--- src/rtl/muladd_pkg.sv ---
// Shared definitions for the muladd_pipe multiply-add/accumulate unit.
package muladd_pkg;

   localparam logic MODE_MAC = 1'b0;
   localparam logic MODE_ACC = 1'b1;

   // Full-precision sum width: max(2n, m) + 1, so the carry out is never lost.
   function automatic int unsigned sum_width(input int unsigned n, input int unsigned m);
      return ((2 * n > m) ? 2 * n : m) + 1;
   endfunction

endpackage

--- src/rtl/muladd_pipe_stage.sv ---
// Valid-qualified register slice with enable; payload loads only with a valid entry.
module muladd_pipe_stage #(
   parameter int unsigned W = 8
) (
   input  logic         clk,
   input  logic         nreset,
   input  logic         en,
   input  logic         in_valid,
   input  logic [W-1:0] in_data,
   output logic         out_valid,
   output logic [W-1:0] out_data
);

   logic         valid_q;
   logic [W-1:0] data_q;

   always_ff @(posedge clk or negedge nreset) begin
      if (!nreset) begin
         valid_q <= 1'b0;
         data_q  <= '0;
      end else if (en) begin
         valid_q <= in_valid;
         if (in_valid) begin
            data_q <= in_data;
         end
      end
   end

   assign out_valid = valid_q;
   assign out_data  = data_q;

endmodule

--- src/rtl/muladd_pipe.sv ---
// Pipelined multiply-add / accumulate with valid/ready handshakes and a global stall.
module muladd_pipe
   import muladd_pkg::*;
#(
   parameter int unsigned N      = 8,
   parameter int unsigned M      = 16,
   parameter int unsigned STAGES = 2,
   parameter bit          SAT    = 1'b0
) (
   input  logic         clk,
   input  logic         nreset,
   input  logic         in_valid,
   output logic         in_ready,
   input  logic [N-1:0] a,
   input  logic [N-1:0] b,
   input  logic [M-1:0] c,
   input  logic         mode,
   input  logic         clr,
   output logic         out_valid,
   input  logic         out_ready,
   output logic [M-1:0] result,
   output logic         ovf
);

   localparam int unsigned SW = sum_width(N, M);

   typedef struct packed {
      logic [2*N-1:0] prod;
      logic           mode;
      logic           clr;
      logic [M-1:0]   c;
   } slot_t;

   localparam int unsigned PW = $bits(slot_t);

   logic           advance;
   logic           out_valid_q;
   logic [M-1:0]   result_q;
   logic           ovf_q;
   logic [M-1:0]   acc_q;

   logic           v [STAGES];
   slot_t          s [STAGES];

   logic [2*N-1:0] prod_in;
   logic [M-1:0]   addend;
   logic [SW-1:0]  sum;
   logic           sum_ovf;
   logic [M-1:0]   sum_res;

   // Every stage moves together; a held output freezes the whole pipe.
   assign advance  = !out_valid_q | out_ready;
   assign in_ready = advance;

   assign prod_in = {{N{1'b0}}, a} * {{N{1'b0}}, b};

   // Slot 0 is the live input; with STAGES=1 it feeds the final adder directly.
   assign v[0] = in_valid;
   assign s[0] = '{prod: prod_in, mode: mode, clr: clr, c: c};

   for (genvar i = 1; i < STAGES; i++) begin : g_stage
      muladd_pipe_stage #(
         .W(PW)
      ) u_stage (
         .clk       (clk),
         .nreset    (nreset),
         .en        (advance),
         .in_valid  (v[i-1]),
         .in_data   (s[i-1]),
         .out_valid (v[i]),
         .out_data  (s[i])
      );
   end

   // acc is read only here, so consecutive accumulations never see a stale value.
   always_comb begin
      addend = '0;
      if (s[STAGES-1].mode == MODE_MAC) begin
         addend = s[STAGES-1].c;
      end else if (!s[STAGES-1].clr) begin
         addend = acc_q;
      end
      sum     = SW'(s[STAGES-1].prod) + SW'(addend);
      sum_ovf = |sum[SW-1:M];
      sum_res = (SAT && sum_ovf) ? {M{1'b1}} : sum[M-1:0];
   end

   always_ff @(posedge clk or negedge nreset) begin
      if (!nreset) begin
         out_valid_q <= 1'b0;
         result_q    <= '0;
         ovf_q       <= 1'b0;
         acc_q       <= '0;
      end else if (advance) begin
         out_valid_q <= v[STAGES-1];
         if (v[STAGES-1]) begin
            result_q <= sum_res;
            ovf_q    <= sum_ovf;
            if (s[STAGES-1].mode == MODE_ACC) begin
               acc_q <= sum_res;
            end
         end
      end
   end

   assign out_valid = out_valid_q;
   assign result    = result_q;
   assign ovf       = ovf_q;

endmodule

--- config.mk ---
export PLATFORM = sky130hd
export DESIGN_NAME = muladd_pipe
export DESIGN_NICKNAME = d
export VERILOG_FILES = /design/src/rtl/muladd_pkg.sv /design/src/rtl/muladd_pipe_stage.sv /design/src/rtl/muladd_pipe.sv
export SDC_FILE = /design/constraint.sdc
export NUM_CORES = 1
export LEC_CHECK = 0
export ABC_CLOCK_PERIOD_IN_PS = 3400
export CORE_MARGIN = 4
export CORE_UTILIZATION = 25
export CTS_CLUSTER_DIAMETER = 100
export DETAILED_ROUTE_END_ITERATION = 8
export DONT_BUFFER_PORTS = 1
export PLACE_DENSITY_LB_ADDON = 0.05
export SLEW_MARGIN = 15
export SYNTH_ARGS = -nofsm -noshare
export SYNTH_HDL_FRONTEND = slang
export SYNTH_HIERARCHICAL = 1
export SYNTH_SLANG_ARGS = --single-unit
--- constraint.sdc ---
create_clock -name clk -period 3.4 [get_ports clk]
set_clock_uncertainty 0.1 [all_clocks]
set_input_delay 0.17 -clock clk [delete_from_list [all_inputs] [get_ports clk]]
set_output_delay 0.17 -clock clk [all_outputs]
set_load 0.1 [all_outputs]
==> results.md, run 1 <==
* Run status: finished with violations
* Failing checks: negative setup slack
* Grt ovf at 0
* Die area at between 0.02 and 0.03 sq mm
* H-tree levels at 3
* Sequential share of the synthesized area at 30.12%
* Final setup margin at -0.1681 ns
* CP Data Arrival Time at 3.68 ns
* Post-Syn Area at 0.005733 sq mm
* Unique masters post-synth at 46
* Fin nets at between 700 and 800
* Worst-Skew Late Latency at 0.33 ns
* Number of global-route vias before repair at 4277
* DP Worst Slack at -0.6423 ns
* HP Class: in -> reg
* Period utilization at 104.9%
* Worst Path Max Fanout at 8
* Initial Utilization at approximately 25%
* CTS tree: done
* Hold path startpoint: a[0]
* Worst r2r path cells at 10
* CTS Root Buffer Type: clkbuf_16
* Crit. End Element: flop
* Switching power at between 2000 and 3000 uW
* Die width at 159.4 microns
* Placer Congestion at around 0.76
* Avg Cell Area, Syn at 10.56 sq um
* Synth area leader: dfrtp_1
* FF+latch count, synth at 69
* Dpl hpwl at 10.47 mm
* Synth top area cells: dfrtp_1 30%, fa_1 13%, ha_1 11%
* Slew Limit Fails at 0
* Chip Height at 159.4 microns
* Leak at around 0.0033 uW
* Vias/cell at between 4 and 5
* Final setup vio count at 5
* Clock Pin Slew Worst Setup and Hold Paths at 0.06 ns
* Cell Pwr Density at 903.7 mW/mm^2
* Max-Cap Viols at 0
* Reg2reg setup slack at 0.56 ns
* DR pass1 iterations at 4
* Vias at 3788
* TNS Setup at -0.4530 ns
* Layout cell share with drive strength beyond 1 at about a quarter
* F_max at 0.2803 GHz
* Hold path depth at 2
* Syn Nets at 670
* Post-Synthesis Cells at approximately 540
* Clock power frac at approximately 15%
* Final WL at 12.94 mm
* Clk sink count at 69
* First-pass GRT wire length at 22.59 mm
* Syn. warnings at 6
* Relative slew margins at roughly two fifths
* Sw Ratio at roughly 47%
* Primary FF master, synth: dfrtp_1
* Worst R2R End: ovf
* EDFF count, synth at 0
* CP startpoint kind: input port
* Internal power at 3322 uW
* Worst VDD drop at 0.3079 mV
* Worst Tran Pin Value at 0.9089 ns
* DRC violations left at 0
* Hold Vio Cnt, Final at 0
* Combinational Power Share at 51.4%
* Largest net degree at the start of global routing at 70
* Top cell type's share of synthesized area at 30.12%
* CTS Buf Count at 9
* Antenna cells at 0
* Tot Pwr at 6265 uW
* Area Overhead vs Synth at 20.93%
* GR Util All Layers at 10.78%
* Worst Path Required at ~3.5 ns
* R2R Path Start: g_stage[1].u_stage/out_data[17]
* Initial DRC Count at 74
* Crit path kind: in -> reg
* Max Buffers Root-to-Sink at 2
* Min Tclk post-route at 3.568 ns
* Io pins at 57
* I/O Buffers at 0
* Reg power frac at between 30% and 40%
* Routed WL per cell at about 15 microns
* Final antenna-violating net count at 0
* Core Region at 0.02257 sq mm
* # rows at 55
* Ys async rst share at 100.0%
* Hold endpoint: g_stage[1].u_stage/out_data[18]
* Unrepaired setup endpoints after global routing: yes
* Initial antenna violation count at 0
==> how the worst max path moves through the flow <==
stage | startpoint | endpoint | slack, ns
2_1_floorplan | a[2] | g_stage[1].u_stage/out_data[32] | -0.35
3_3_place_gp | b[5] | g_stage[1].u_stage/out_data[32] | -0.61
3_5_place_dp | b[5] | g_stage[1].u_stage/out_data[32] | -0.64
4_1_cts | a[2] | g_stage[1].u_stage/out_data[32] | -0.17
5_1_grt | b[4] | g_stage[1].u_stage/out_data[32] | -0.32
6_report | a[2] | g_stage[1].u_stage/out_data[32] | -0.17
==> layout by cell type (no fill, tap or decap), drive strengths merged, types with 4 or more instances in the layout <==
cell type,n
ha,52
a21o,5
o211ai,4
xor2,10
xnor2,15
mux2,62
dlygate4sd3,19
a21oi,23
fa,37
dfrtp,69
clkbuf,14
inv,70
nand2,52
and2,53
buf,27
nor2,13
o21ai,32
a31oi,5
nand2b,5
==> stage by stage <==
stage / instance area [sq um] / utilization [%] / instances / hold slack (ns)
after detailed placement: 6296 / 27.89 / 841 / -0.2225
after global placement: 6296 / 27.89 / 841 / -0.2221
after floorplan: 5834 / - / 543 / -0.2256
final: 6933 / 30.72 / 877 / 0.05890
after CTS: 6864 / 30.41 / 876 / 0.06250
after global routing: 6933 / 30.72 / 877 / 0.07163
==> power by group through the flow <==
stage	combinational [uW]	clock [uW]	sequential, uW
after global placement	3080	0	2110
after floorplan	2370	0	2050
after CTS	3230	980	2120
final	3220	941	2110
after detailed placement	3070	0	2130
after global routing	3680	1010	2160
==> what timing repair did <==
| item | 4_1_cts | 5_1_grt |
|---|---|---|
| hold buffers | 20 | 0 |
| gates resized for setup | 10 | 13 |
| pin swaps | 10 | 7 |
| setup buffers | 0 | 1 |
| setup endpoints to repair | 6 | 8 |
| endpoints found under the hold margin | 87 | 0 |
==> metal layers <==
metal	global-route usage (%)	wire length, microns	part of all wire, %	vias up
met4	3.550	206	1.6	0
met1	14.52	6199	48	1823
met2	17.39	5994	46	65
li1	-	-	-	1887
met5	0	0	0	-
met3	2.174	534	4.1	13
==> critical path: stages <==
cell	delay, ns
nand2_8	0.03
fa_1	0.50
fa_1	0.52
inv_1	0.05
fa_1	0.47
inv_1	0.05
fa_1	0.48
inv_2	0.05
ha_4	0.26
a21o_1	0.16
nand2b_4	0.15
a31oi_4	0.04
o31ai_2	0.25
a21oi_1	0.10
xnor2_1	0.13
mux2_2	0.25
==> registers in the layout, summed over array words and instances (netlist names) <==
name / cells
g_stage.u_stage/out_data: 34
acc_q: 16
result: 16
g_stage.u_stage/out_valid: 1
out_valid: 1
ovf: 1
==> cell families (layout without fill, tap and decap cells) <==
kind of cell | count (synthesis) | after routing | share of synthesized area, %
XOR/XNOR | 25 | 25 | 3.819
buffers and inverters | 82 | 131 | 6.023
AO/OA/AOI/OAI | 84 | 84 | 9.625
adder cells (fa/ha/maj) | 89 | 89 | 24.27
flip-flops | 69 | 69 | 30.12
multiplexers | 62 | 62 | 14.08
AND/OR/NAND/NOR | 132 | 132 | 12.07
==> synthesized netlist by cell type, types with 5 or more instances <==
cell and n:
a21o_1 5, a21oi_1 20, a31oi_1 5, and2_1 53, dfrtp_1 69, fa_1 37
ha_1 52, inv_1 70, mux2_2 33, mux2_4 29, nand2_1 51, nand2b_1 5
nor2_1 13, o21ai_0 26, xnor2_1 15, xor2_1 10
==> cell type report <==
type	count	area (sq um)
clock inverters	1	30.03
multi-input cells	392	3872
fillers	2373	15640
repair buffers	46	420.4
inverters	70	262.8
flip-flops and latches	69	1727
clock buffers	14	264.0
well taps	285	356.6
Note: power is estimated with default switching activity, not from simulation.
==> run 2: changes to the inputs <==
--- a/config.mk
+++ b/config.mk
@@ -17,3 +17,4 @@
 export SYNTH_HDL_FRONTEND = slang
 export SYNTH_HIERARCHICAL = 1
 export SYNTH_SLANG_ARGS = --single-unit
+export TNS_END_PERCENT = 50
==> run 2 against run 1 <==
Effect of this change:
- the run still ends with negative setup slack left
- first-iteration DRC count decreased by 5.4%
- clock-buffer cell count decreased by 4
- worst setup slack improved by 0.0030 ns
- largest power group unchanged
==> results.md, run 2 (same netlist as run 1, synthesis figures left out) <==
* DR pass1 iterations at 4 (unchanged)
* Clock Pin Slew Worst Setup and Hold Paths at 0.06 ns (about the same)
* Final setup vio count at 5 (unchanged)
* Commonest non-fill, non-tap cells in the layout: 69 x dfrtp_1, 67 x inv_1, 49 x and2_1, 49 x nand2_1, 48 x ha_1 (was 69 x dfrtp_1, 66 x inv_1, 49 x nand2_1)
* Core Region at 0.02257 sq mm (unchanged)
* CP dominant cell by count: fa_1 (unchanged)
* Worst VDD drop at 0.2859 mV (was 0.3079 mV)
* Worst Path Max Fanout at 8 (unchanged)
* Final setup margin at -0.1650 ns (was -0.1681 ns)
* Initial DRC Count at 70 (was 74)
* Slew Limit Fails at 0 (unchanged)
* Die area at 0.02542 sq mm (unchanged)
* GR Util All Layers at 10.56% (was 10.78%)
* Cell Pwr Density at 909.6 mW/mm^2 (was 903.7 mW/mm^2)
* CTS tree: done (unchanged)
* Max Buffers Root-to-Sink at 2 (unchanged)
* Worst-Skew Late Latency at 0.33 ns (about the same)
* Combinational Power Share at 50.4% (was 51.4%)
* Period utilization at 104.9% (about the same)
* Layout cell share with drive strength beyond 1 at 25.93% (was 25.68%)
* Dpl hpwl at 10.46 mm (was 10.47 mm)
* CP startpoint kind: input port (unchanged)
* Clk sink count at 69 (unchanged)
* I/O Buffers at 0 (unchanged)
* Hold Vio Cnt, Final at 0 (unchanged)
* Vias at 3771 (was 3788)
* Crit path kind: in -> reg (unchanged)
* Slowest-stage cell, CP: fa_1 (unchanged)
* HP Class: in -> reg (unchanged)
* Chip Height at 159.4 microns (unchanged)
* Max-Cap Viols at 0 (unchanged)
* CP Data Arrival Time at 3.68 ns (about the same)
* Grt ovf at 0 (unchanged)
* Io pins at 57 (unchanged)
* Worst Tran Pin Value at 0.9051 ns (was 0.9089 ns)
* Worst r2r path cells at 10 (unchanged)
* H-tree levels at 3 (unchanged)
* CTS Root Buffer Type: clkbuf_16 (unchanged)
* Vias/cell at 4.290 (was 4.319)
* Run status: finished with violations (unchanged)
* Hold path depth at 2 (unchanged)
* Antenna cells at 0 (unchanged)
* Leak at 0.003284 uW (was 0.003268 uW)
* Placer Congestion at 0.7700 (was 0.7578)
* First-pass GRT wire length at 22.14 mm (was 22.59 mm)
* Commonest non-fill, non-tap cell in the layout: dfrtp_1 (unchanged)
* Initial antenna violation count at 0 (unchanged)
* Failing checks: negative setup slack (unchanged)
* Relative slew margins at 39.66% (was 39.40%)
* Largest net degree at the start of global routing at 70 (unchanged)
* Final WL at 12.93 mm (was 12.94 mm)
* # rows at 55 (unchanged)
* Area Overhead vs Synth at 20.89% (was 20.93%)
* Post-DP Area at 0.006295 sq mm (was 0.006296 sq mm)
* Min Tclk post-route at 3.565 ns (was 3.568 ns)
* Final antenna-violating net count at 0 (unchanged)
* Fin nets at 716 (was 715)
* Largest register FFs at 34 (unchanged)
* Initial Utilization at 25.40% (unchanged)
* Number of global-route vias before repair at 4244 (was 4277)
* F_max at 0.2805 GHz (was 0.2803 GHz)
* Unrepaired setup endpoints after global routing: yes (unchanged)
* Crit path cell chain: nand2_1 > fa_1 > fa_1 > inv_1 > fa_1 > inv_1 > fa_1 > inv_2 > ha_4 > a21o_1 > nand2b_4 > a31oi_4 > o31ai_2 > a21oi_2 > xnor2_1 > mux2_2 (was nand2_8 > fa_1 > fa_1 > inv_1 > fa_1 > inv_1 > fa_1 > inv_2 > ha_4 > a21o_1 > nand2b_4 > a31oi_4 > o31ai_2 > a21oi_1 > xnor2_1 > mux2_2)
* Routed WL per cell at 14.71 microns (was 14.75 microns)
* Die width at 159.4 microns (unchanged)
* DRC violations left at 0 (unchanged)
* Switching power at 2942 uW (was 2943 uW)
* Worst Path Required at 3.52 ns (was 3.51 ns)
* Post-route cell area at 0.006930 sq mm (was 0.006933 sq mm)
* Crit-path max cell delay at 0.50 ns (was 0.52 ns)
* CTS Buf Count at 9 (unchanged)
* Sw Ratio at 46.66% (was 46.97%)
* Reg power frac at 33.3% (was 33.6%)
* Clock power frac at 16.2% (was 15.0%)
* Crit. End Element: flop (unchanged)
* Internal power at 3362 uW (was 3322 uW)
* Hold Slack at 0.05081 ns (was 0.05890 ns)
[run 2: cell count changes in the layout (fill, tap and decap cells not counted), sizes merged]
cell / before / now
clkbuf: 14 / 10
clkinv: 0 / 3
buf: 27 / 28
bufinv: 1 / 2
clkinvlp: 0 / 1
[run 2: repair_timing]
item,in CTS,in global routing
hold endpoints to repair,87,0
buffers inserted,1,0
gates resized for setup,12,9
endpoints found under the setup margin,6,7
pin swaps,10,2
hold buffers,20,0
[run 2: final timing paths]
check	start	endpoint	slack (ns)
max	b[4]	g_stage[1].u_stage/out_data[32]	-0.17
min	a[0]	g_stage[1].u_stage/out_data[18]	0.05
max reg2reg	g_stage[1].u_stage/out_data[17]	ovf	0.66
min reg2reg	acc_q[14]	acc_q[14]	0.40
max in group asynchronous	nreset	g_stage[1].u_stage/out_data[33]	2.61
min in group asynchronous	nreset	g_stage[1].u_stage/out_data[5]	0.29
[run 2: layer usage]
layer	up-vias	global-route usage, %	routed length [microns]
met4	0	2.880	150
li1	1894	-	-
met2	62	17.28	5911
met1	1808	13.98	6341
met5	-	0	0
met3	7	2.589	522
[run 2: through the flow]
stage | TNS [ns] | power (uW) | util (%) | worst slack [ns] | cells
final | -0.4589 | 6304 | 30.70 | -0.1650 | 879
after global routing | -1.420 | 6843 | 30.70 | -0.3150 | 879
after CTS | -0.5642 | 6344 | 30.52 | -0.1886 | 879
after detailed placement | -3.896 | 5180 | 27.89 | -0.6294 | 842
after global placement | -3.809 | 5185 | 27.89 | -0.6072 | 842
after floorplan | -1.906 | 4413 | - | -0.3523 | 543
[run 2: critical path, delay by kind of cell]
family	cells	cell delay, ns
buf+inv	3	0.15
fa+ha+maj	5	2.22
simple gates	2	0.21
mux	1	0.25
xor+xnor	1	0.12
compound gates	4	0.57
[run 2: final cells by class]
class                           instances  area, sq um
Fill cell                            2363        15640
Multi-Input combinational cell        392         3839
Sequential cell                        69         1727
Timing Repair Buffer                   47        420.4
Tap cell                              285        356.6
Inverter                               70        262.8
Clock buffer                           10        239.0
Clock inverter                          6        86.33
[run 2: power by group through the flow]
stage	clock network [uW]	registers (uW)	logic, uW
floorplan	0	2050	2360
global placement	0	2120	3070
detailed placement	0	2130	3050
CTS	1060	2110	3180
global route	1080	2150	3610
finish	1020	2100	3180
